--- config.mk ---
export PLATFORM = sky130hd
export DESIGN_NAME = counter_cmp
export DESIGN_NICKNAME = d
export VERILOG_FILES = /design/src/rtl/counter_cmp.sv
export SDC_FILE = /design/constraint.sdc
export NUM_CORES = 1
export LEC_CHECK = 0
export ABC_AREA = 1
export BUFFER_PORTS_ARGS = -buffer_cell sky130_fd_sc_hd__buf_2
export CAP_MARGIN = 0
export CORE_ASPECT_RATIO = 0.75
export CORE_UTILIZATION = 36
export CTS_CLUSTER_SIZE = 14
export DETAILED_ROUTE_END_ITERATION = 6
export REMOVE_ABC_BUFFERS = 1
export SLEW_MARGIN = 20
export SYNTH_ARGS = -nofsm -noshare
export SYNTH_HDL_FRONTEND = slang
export SYNTH_SLANG_ARGS = --single-unit
--- constraint.sdc ---
create_clock -name clk_i -period 7.4 [get_ports clk_i]
set_input_delay 0.74 -clock clk_i [delete_from_list [all_inputs] [get_ports clk_i]]
set_output_delay 0.74 -clock clk_i [all_outputs]
set_load 0.03 [all_outputs]
--- src/rtl/counter_cmp.sv ---
// counter_cmp: compare/interrupt unit for the free-running system counter.
// One-shot or periodic compare with a level irq and a one-cycle slave bus.
module counter_cmp #(
  parameter int unsigned DataWidth    = 32,
  parameter int unsigned AddressWidth = 32,
  parameter logic [31:0] CmpBase      = 32'h40010
) (
  input  logic                      clk_i,
  input  logic                      rst_i,
  input  logic [31:0]               count_i,
  input  logic                      cmp_req_i,
  input  logic [AddressWidth-1:0]   cmp_addr_i,
  input  logic                      cmp_we_i,
  input  logic [DataWidth/8-1:0]    cmp_be_i,
  input  logic [DataWidth-1:0]      cmp_wdata_i,
  output logic                      cmp_rvalid_o,
  output logic [DataWidth-1:0]      cmp_rdata_o,
  output logic                      cmp_err_o,
  output logic                      irq_o
);

  if (DataWidth != 32) begin : g_width_check
    $error("counter_cmp: DataWidth must be 32");
  end

  logic                    en_q, periodic_q, ie_q;
  logic [31:0]             cmp_q, period_q;
  logic                    pending_q, overrun_q;

  logic                    en_d, periodic_d, ie_d;
  logic [31:0]             cmp_d, period_d;
  logic                    pending_d, overrun_d;

  logic [AddressWidth-1:0] off;
  logic                    legal;
  logic [1:0]              sel;
  logic                    wr;
  logic [31:0]             diff;
  logic                    reach;
  logic                    reload;
  logic [31:0]             rd_val;

  assign off    = cmp_addr_i - AddressWidth'(CmpBase);
  assign legal  = (off < AddressWidth'(16)) &&
                  (cmp_addr_i[1:0] == 2'b00);
  assign sel    = off[3:2];
  assign wr     = cmp_req_i & cmp_we_i & legal;

  // Wrap-aware reach: the mod-2^32 difference is non-negative.
  assign diff   = count_i - cmp_q;
  assign reach  = en_q & ~diff[31];
  assign reload = periodic_q & (period_q != 32'd0);

  function automatic logic [31:0] merge(
    input logic [31:0] old,
    input logic [31:0] wd,
    input logic [3:0]  be
  );
    merge = old;
    for (int b = 0; b < 4; b++) begin
      if (be[b]) merge[8*b +: 8] = wd[8*b +: 8];
    end
  endfunction

  // Next register state: reach effects first, bus bytes override.
  always_comb begin
    en_d       = en_q;
    periodic_d = periodic_q;
    ie_d       = ie_q;
    cmp_d      = cmp_q;
    period_d   = period_q;
    pending_d  = pending_q;
    overrun_d  = overrun_q;
    if (reach) begin
      if (reload) cmp_d = cmp_q + period_q;
      else        en_d  = 1'b0;
    end
    if (wr) begin
      unique case (sel)
        2'd0: begin
          if (cmp_be_i[0]) begin
            en_d       = cmp_wdata_i[0];
            periodic_d = cmp_wdata_i[1];
            ie_d       = cmp_wdata_i[2];
          end
        end
        2'd1: cmp_d    = merge(cmp_d, cmp_wdata_i, cmp_be_i);
        2'd2: period_d = merge(period_q, cmp_wdata_i, cmp_be_i);
        default: begin
          if (cmp_be_i[0]) begin
            pending_d = pending_q & ~cmp_wdata_i[0];
            overrun_d = overrun_q & ~cmp_wdata_i[1];
          end
        end
      endcase
    end
    if (reach) begin
      pending_d = 1'b1;
      if (pending_q) overrun_d = 1'b1;
    end
  end

  // Register file update.
  always_ff @(posedge clk_i or posedge rst_i) begin
    if (rst_i) begin
      en_q       <= 1'b0;
      periodic_q <= 1'b0;
      ie_q       <= 1'b0;
      cmp_q      <= '0;
      period_q   <= '0;
      pending_q  <= 1'b0;
      overrun_q  <= 1'b0;
    end else begin
      en_q       <= en_d;
      periodic_q <= periodic_d;
      ie_q       <= ie_d;
      cmp_q      <= cmp_d;
      period_q   <= period_d;
      pending_q  <= pending_d;
      overrun_q  <= overrun_d;
    end
  end

  // Read mux over the pre-update register values.
  always_comb begin
    rd_val = '0;
    unique case (sel)
      2'd0:    rd_val = {29'd0, ie_q, periodic_q, en_q};
      2'd1:    rd_val = cmp_q;
      2'd2:    rd_val = period_q;
      default: rd_val = {30'd0, overrun_q, pending_q};
    endcase
  end

  // One-cycle bus response; rdata holds between responses.
  always_ff @(posedge clk_i or posedge rst_i) begin
    if (rst_i) begin
      cmp_rvalid_o <= 1'b0;
      cmp_rdata_o  <= '0;
      cmp_err_o    <= 1'b0;
    end else begin
      cmp_rvalid_o <= cmp_req_i;
      if (cmp_req_i) begin
        cmp_err_o   <= ~legal;
        cmp_rdata_o <= (legal & ~cmp_we_i) ? rd_val : '0;
      end
    end
  end

  assign irq_o = pending_q & ie_q;

endmodule

**Word-level counts from Yosys, hierarchy flattened**

Cells that the tools add are included.

- Output and inout bits: 35
- Bits of input ports: 104
- Flip-flop bits (word level): 103
- Logic and storage cells: 70

- Equality and inequality tests: 3
- Multiplexer cells: 24
- Reductions and logical operators: 13
- $lt $le $gt $ge: 1
- Bitwise operators: 13
- Add/sub/neg operators: 3

Operator list:

| operator | number |
|---|---|
| $mux W32 | 5 |
| $pmux W32 S3 | 1 |
| $add A32 B32 Y32 | 1 |
| $lt A32 B5 Y1 const B | 1 |
| $mux W8 | 4 |
| $reduce_bool A32 Y1 | 1 |
| $sub A32 B19 Y32 const B | 1 |
| $sub A32 B32 Y32 | 1 |
| $reduce_and A3 Y1 | 6 |
| $mux W1 | 14 |
| $and A1 B1 Y1 | 8 |
| $not A1 Y1 | 5 |
| $logic_not A2 Y1 | 2 |
| $reduce_bool A2 Y1 | 2 |
| $reduce_or A3 Y1 | 1 |
| $eq A2 B1 Y1 const B | 1 |
| $eq A2 B2 Y1 const B | 1 |
| $ne A2 B1 Y1 const B | 1 |
| $logic_and A1 B1 Y1 | 1 |

**Longest topological paths before layout**

- Depth after elaboration: 7
- Gate-level depth with buffers: 21

**Worst setup path before layout**

No wires, ideal clock.

- Path type: input-to-reg
- From: input count_i[30]
- To: register cmp_q[17]
- Path buffers: 2
- Stages: 16
- Path slack: 4741 ps
- Setup time: 117 ps
- Arrival: 2541 ps
- Data required time: 7283 ps
- Cells stage by stage: ha_1 -> nand2_1 -> nor2_1 -> nor3b_1 -> nor2b_1 -> nand2_1 -> nand2_1 -> nand2_1 -> a21oi_1 -> nand2_1 -> buf_2 -> buf_2 -> nand2_1 -> o21ai_0 -> nand2_1 -> nand2_1

- Word-level cells in the longest chain between the ends: 7

RTL lines:

| element | line | source |
|---|---|---|
| start, declared | 10 | `input logic [31:0] count_i,` |
| $sub A32 B32 Y32 * | 50 | `assign diff = count_i - cmp_q;` |
| $not A1 Y1 * | 51 | `assign reach = en_q & ~diff[31];` |
| $and A1 B1 Y1 * | 51 |  |
| $mux W32 * | 74 | `if (reach) begin` |
| $mux W8 | 61 | `if (be[b]) merge[8*b +: 8] = wd[8*b +: 8];` |
| $mux W32 | 79 | `unique case (sel)` |
| $mux W32 * | 78 | `if (wr) begin` |
| named net cmp_d[17] | 31 | `logic [31:0] cmp_d, period_d;` |
| end signal, assigned | 117 | `cmp_q <= cmp_d;` |
| end, declared | 27 | `logic [31:0] cmp_q, period_q;` |

The timed path passes the listed nets; every way through them passes the cells marked *.
A chain may end at the register's enable or synchronous reset.

**Worst setup path after layout**

- From: input cmp_addr_i[2]
- To: register cmp_q[26]

- Word-level cells in the longest chain between the ends: 5
- Elaborated cells between the ends (all ways): 7

RTL lines:

| element | line | source |
|---|---|---|
| start, declared | 12 | `input logic [AddressWidth-1:0] cmp_addr_i,` |
| $sub A32 B19 Y32 * | 43 | `assign off = cmp_addr_i - AddressWidth'(CmpBase);` |
| $lt A32 B5 Y1 | 44 | `assign legal = (off < AddressWidth'(16)) &&` |
| $logic_and A1 B1 Y1 | 44 |  |
| $and A1 B1 Y1 | 47 | `assign wr = cmp_req_i & cmp_we_i & legal;` |
| $mux W32 * | 78 |  |
| named net cmp_d[26] | 31 |  |

Marks and branches as above.

==> impl_metrics.toml <==
[outcome]
status = "completed"

[flow_run]
drv_cap = 0

[critical_path]
cp_slowest_cell = "clkinv_1"
cp.arrival_ns = 3.84
cp-endpoint = "cmp_q[26]"
cp-start-kind = "input port"
worstPathRequired_ns = 7.71
cp_max_fo = 19
crit_path_start = "cmp_addr_i[2]"
path_cells = "buf_2, inv_1, nor2_1, clkinv_1, buf_4, nor2_1, nand3_1, nand3_1, nand2_1, inv_1"
r2r-end = "cmp_q[26]"
r2r_slack_ns = 4.02
r2r-start = "cmp_q[30]"
reg2reg_depth = 16
worstSetupPathType = "input port to flop"
slowest_delay_ns = 0.71
cp-end-kind = "flop"

[clocking]
insertion_delay_ns = 0.37
clock_sinks = 103
path_clk_slew_ns = 0.07
holdBufCountCts = 0
numCtsBuffers = 9
htree_levels = 3
cts_setup_buffers = 0
root_buffer = "clkbuf_16"
cts_resized = 0
cts_tree = "yes"
clockBufferDepth = 2

[timing]
relSlewSlack_pct = 29.5
fin_crit_ns = 3.53
rsz0062_at_grt = "no"
hold_ws_ns = 0.476
setup_viol = 0
timing.final.crit_share_pct = 47.8
fin_worst_skew_ns = 0.0103
setup_tns_ns = 0
worstMarginPinSlew_ns = 1.05
fmax_mhz = 283
drv_slew = 0
hold_viol_final = 0

[power_and_ir_drop]
finalPower_uw = 1240
p_leak_uw = 0.00539
p_per_area_mw_per_mm2 = 122
peakVddDrop_mv = 0.108

[placed_design]
gp_congestion = 0.933
dpl.hpwl_um = 21300
io_buffers = 138

[drt]
num_vias = 9237
wl_um = 26900
drcViolationCount = 0
drt_iter0_drc = 694
wire_per_inst_um = 14.7
viasPerCell = 5.03
ant_nets = 0
dr.pass1.iters = 5

[final_layout]
num-nets-final = 1667
area_delta_synth_final_pct = 14.6
multi_input_area_mm2 = 0.00552
fin_util_pct = 42.2
drive_gt1_share_pct = 12.7
n_antenna_cell = 0
mostFrequentLayoutCells = "nand2_1 (519), inv_1 (147), buf_2 (138)"
fillers = 2679
register_area_mm2 = 0.00258
layout_commonest_cell = "nand2_1"

[logic_synthesis]
synth_edf_count = 0
synth.largest_area_cell = "dfrtp_1"
synth_top_area_share_pct = 29.1
ys_top_cells_by_area = "dfrtp_1 (29%), nand2_1 (22%), ha_1 (8.6%)"
synth-main-ff-cell = "dfrtp_1"
synth-seq-cells = 103
syn_area_mm2 = 0.00885
synthArstFlopShare_pct = 100
yosysWarningCount = 0
synthCells = 1379
synth.distinct_cells = 41
yosysSeqAreaShare_pct = 29.1
syn_avg_cell_area_um2 = 6.42

[floorplanning]
core-area_mm2 = 0.0240
die-area_mm2 = 0.0252
start_util_pct = 36.8
num_rows = 49
die_w_um = 183
die-height_um = 138
num_io_pins = 139

[global_route]
overflow = 0
grt_pass1_vias = 8355
grt_usage_pct = 22.1
grt_max_degree = 67
antenna_found_initial = 0
grt_pass1_wl_um = 43800

[min_path]
worst_hold_path_type = "flop to flop"
hold-path-cell-count = 2
[synth_stat cells (9+ instances only)]
master / n
a21oi_1: 51
clkbuf_1: 19
dfrtp_1: 103
ha_1: 61
inv_1: 148
nand2_1: 519
nand3_1: 84
nand3b_1: 9
nand4_1: 70
nor2_1: 108
nor3_1: 11
nor4_1: 11
o21ai_0: 79
xnor2_1: 18
xor2_1: 9
[power breakdown]
part           internal, µW  switching, µW  leakage, µW
Combinational          47.9           99.8      0.00383
Sequential              565           1.96      0.00141
Clock                   298            230     0.000150
[worst min-delay path by stage]
stage | from | slack, ns | end
after global routing | cmp_rdata_o[3] | 0.49 | cmp_rdata_o[3]
after CTS | cmp_rdata_o[3] | 0.48 | cmp_rdata_o[3]
after detailed placement | cmp_rdata_o[28] | 0.46 | cmp_rdata_o[28]
after global placement | cmp_rdata_o[10] | 0.46 | cmp_rdata_o[10]
final | cmp_rdata_o[6] | 0.48 | cmp_rdata_o[6]
after floorplan | overrun_q | 0.44 | overrun_q
[area by class of cell]
type / count / area share, %
flip-flops and latches: 103 / 25.4
clock buffers: 11 / 2.29
well taps: 331 / 4.08
multi-input cells: 1087 / 54.4
clock inverters: 5 / 0.801
repair buffers: 145 / 7.32
inverters: 155 / 5.76
[kinds of logic after synthesis]
| kind of cell | after synthesis | share of synthesized area, % |
|---|---|---|
| AO/OA/AOI/OAI | 155 | 9.31 |
| XOR/XNOR | 27 | 2.67 |
| adder cells (fa/ha/maj) | 62 | 8.85 |
| buffers and inverters | 189 | 8.75 |
| flip-flops | 103 | 29.1 |
| AND/OR/NAND/NOR | 843 | 41.3 |
[metal layers]
layer  GRT usage, %  vias to the layer above  wire length, µm
li1               -                     4757                -
met1           33.8                     4191            14500
met2           31.8                      276            10600
met3           3.75                       13             1610
met4           4.58                        0              225
met5              0                        -                0
[stage by stage]
stage          cells  setup slack (ns)  area [µm²]
4_1_cts         1837              3.87       10100
6_report        1837              3.87       10100
3_5_place_dp    1821              3.49        9840
3_3_place_gp    1821              3.56        9840
2_1_floorplan   1345              3.60        8660
5_1_grt         1837              3.58       10100
[flip-flops by register name, indices dropped and copies added (netlist names)]
signal / cells
pending_q: 1
periodic_q: 1
ie_q: 1
overrun_q: 1
period_q: 32
en_q: 1
cmp_rdata_o: 32
cmp_err_o: 1
cmp_q: 32
cmp_rvalid_o: 1
[worst max-delay path, delay by kind of cell]
kind | cells | cell delay, ns
buffers and inverters | 5 | 1.41
and+or+nand+nor | 5 | 1.68
Note: power is estimated with default switching activity, not from simulation.
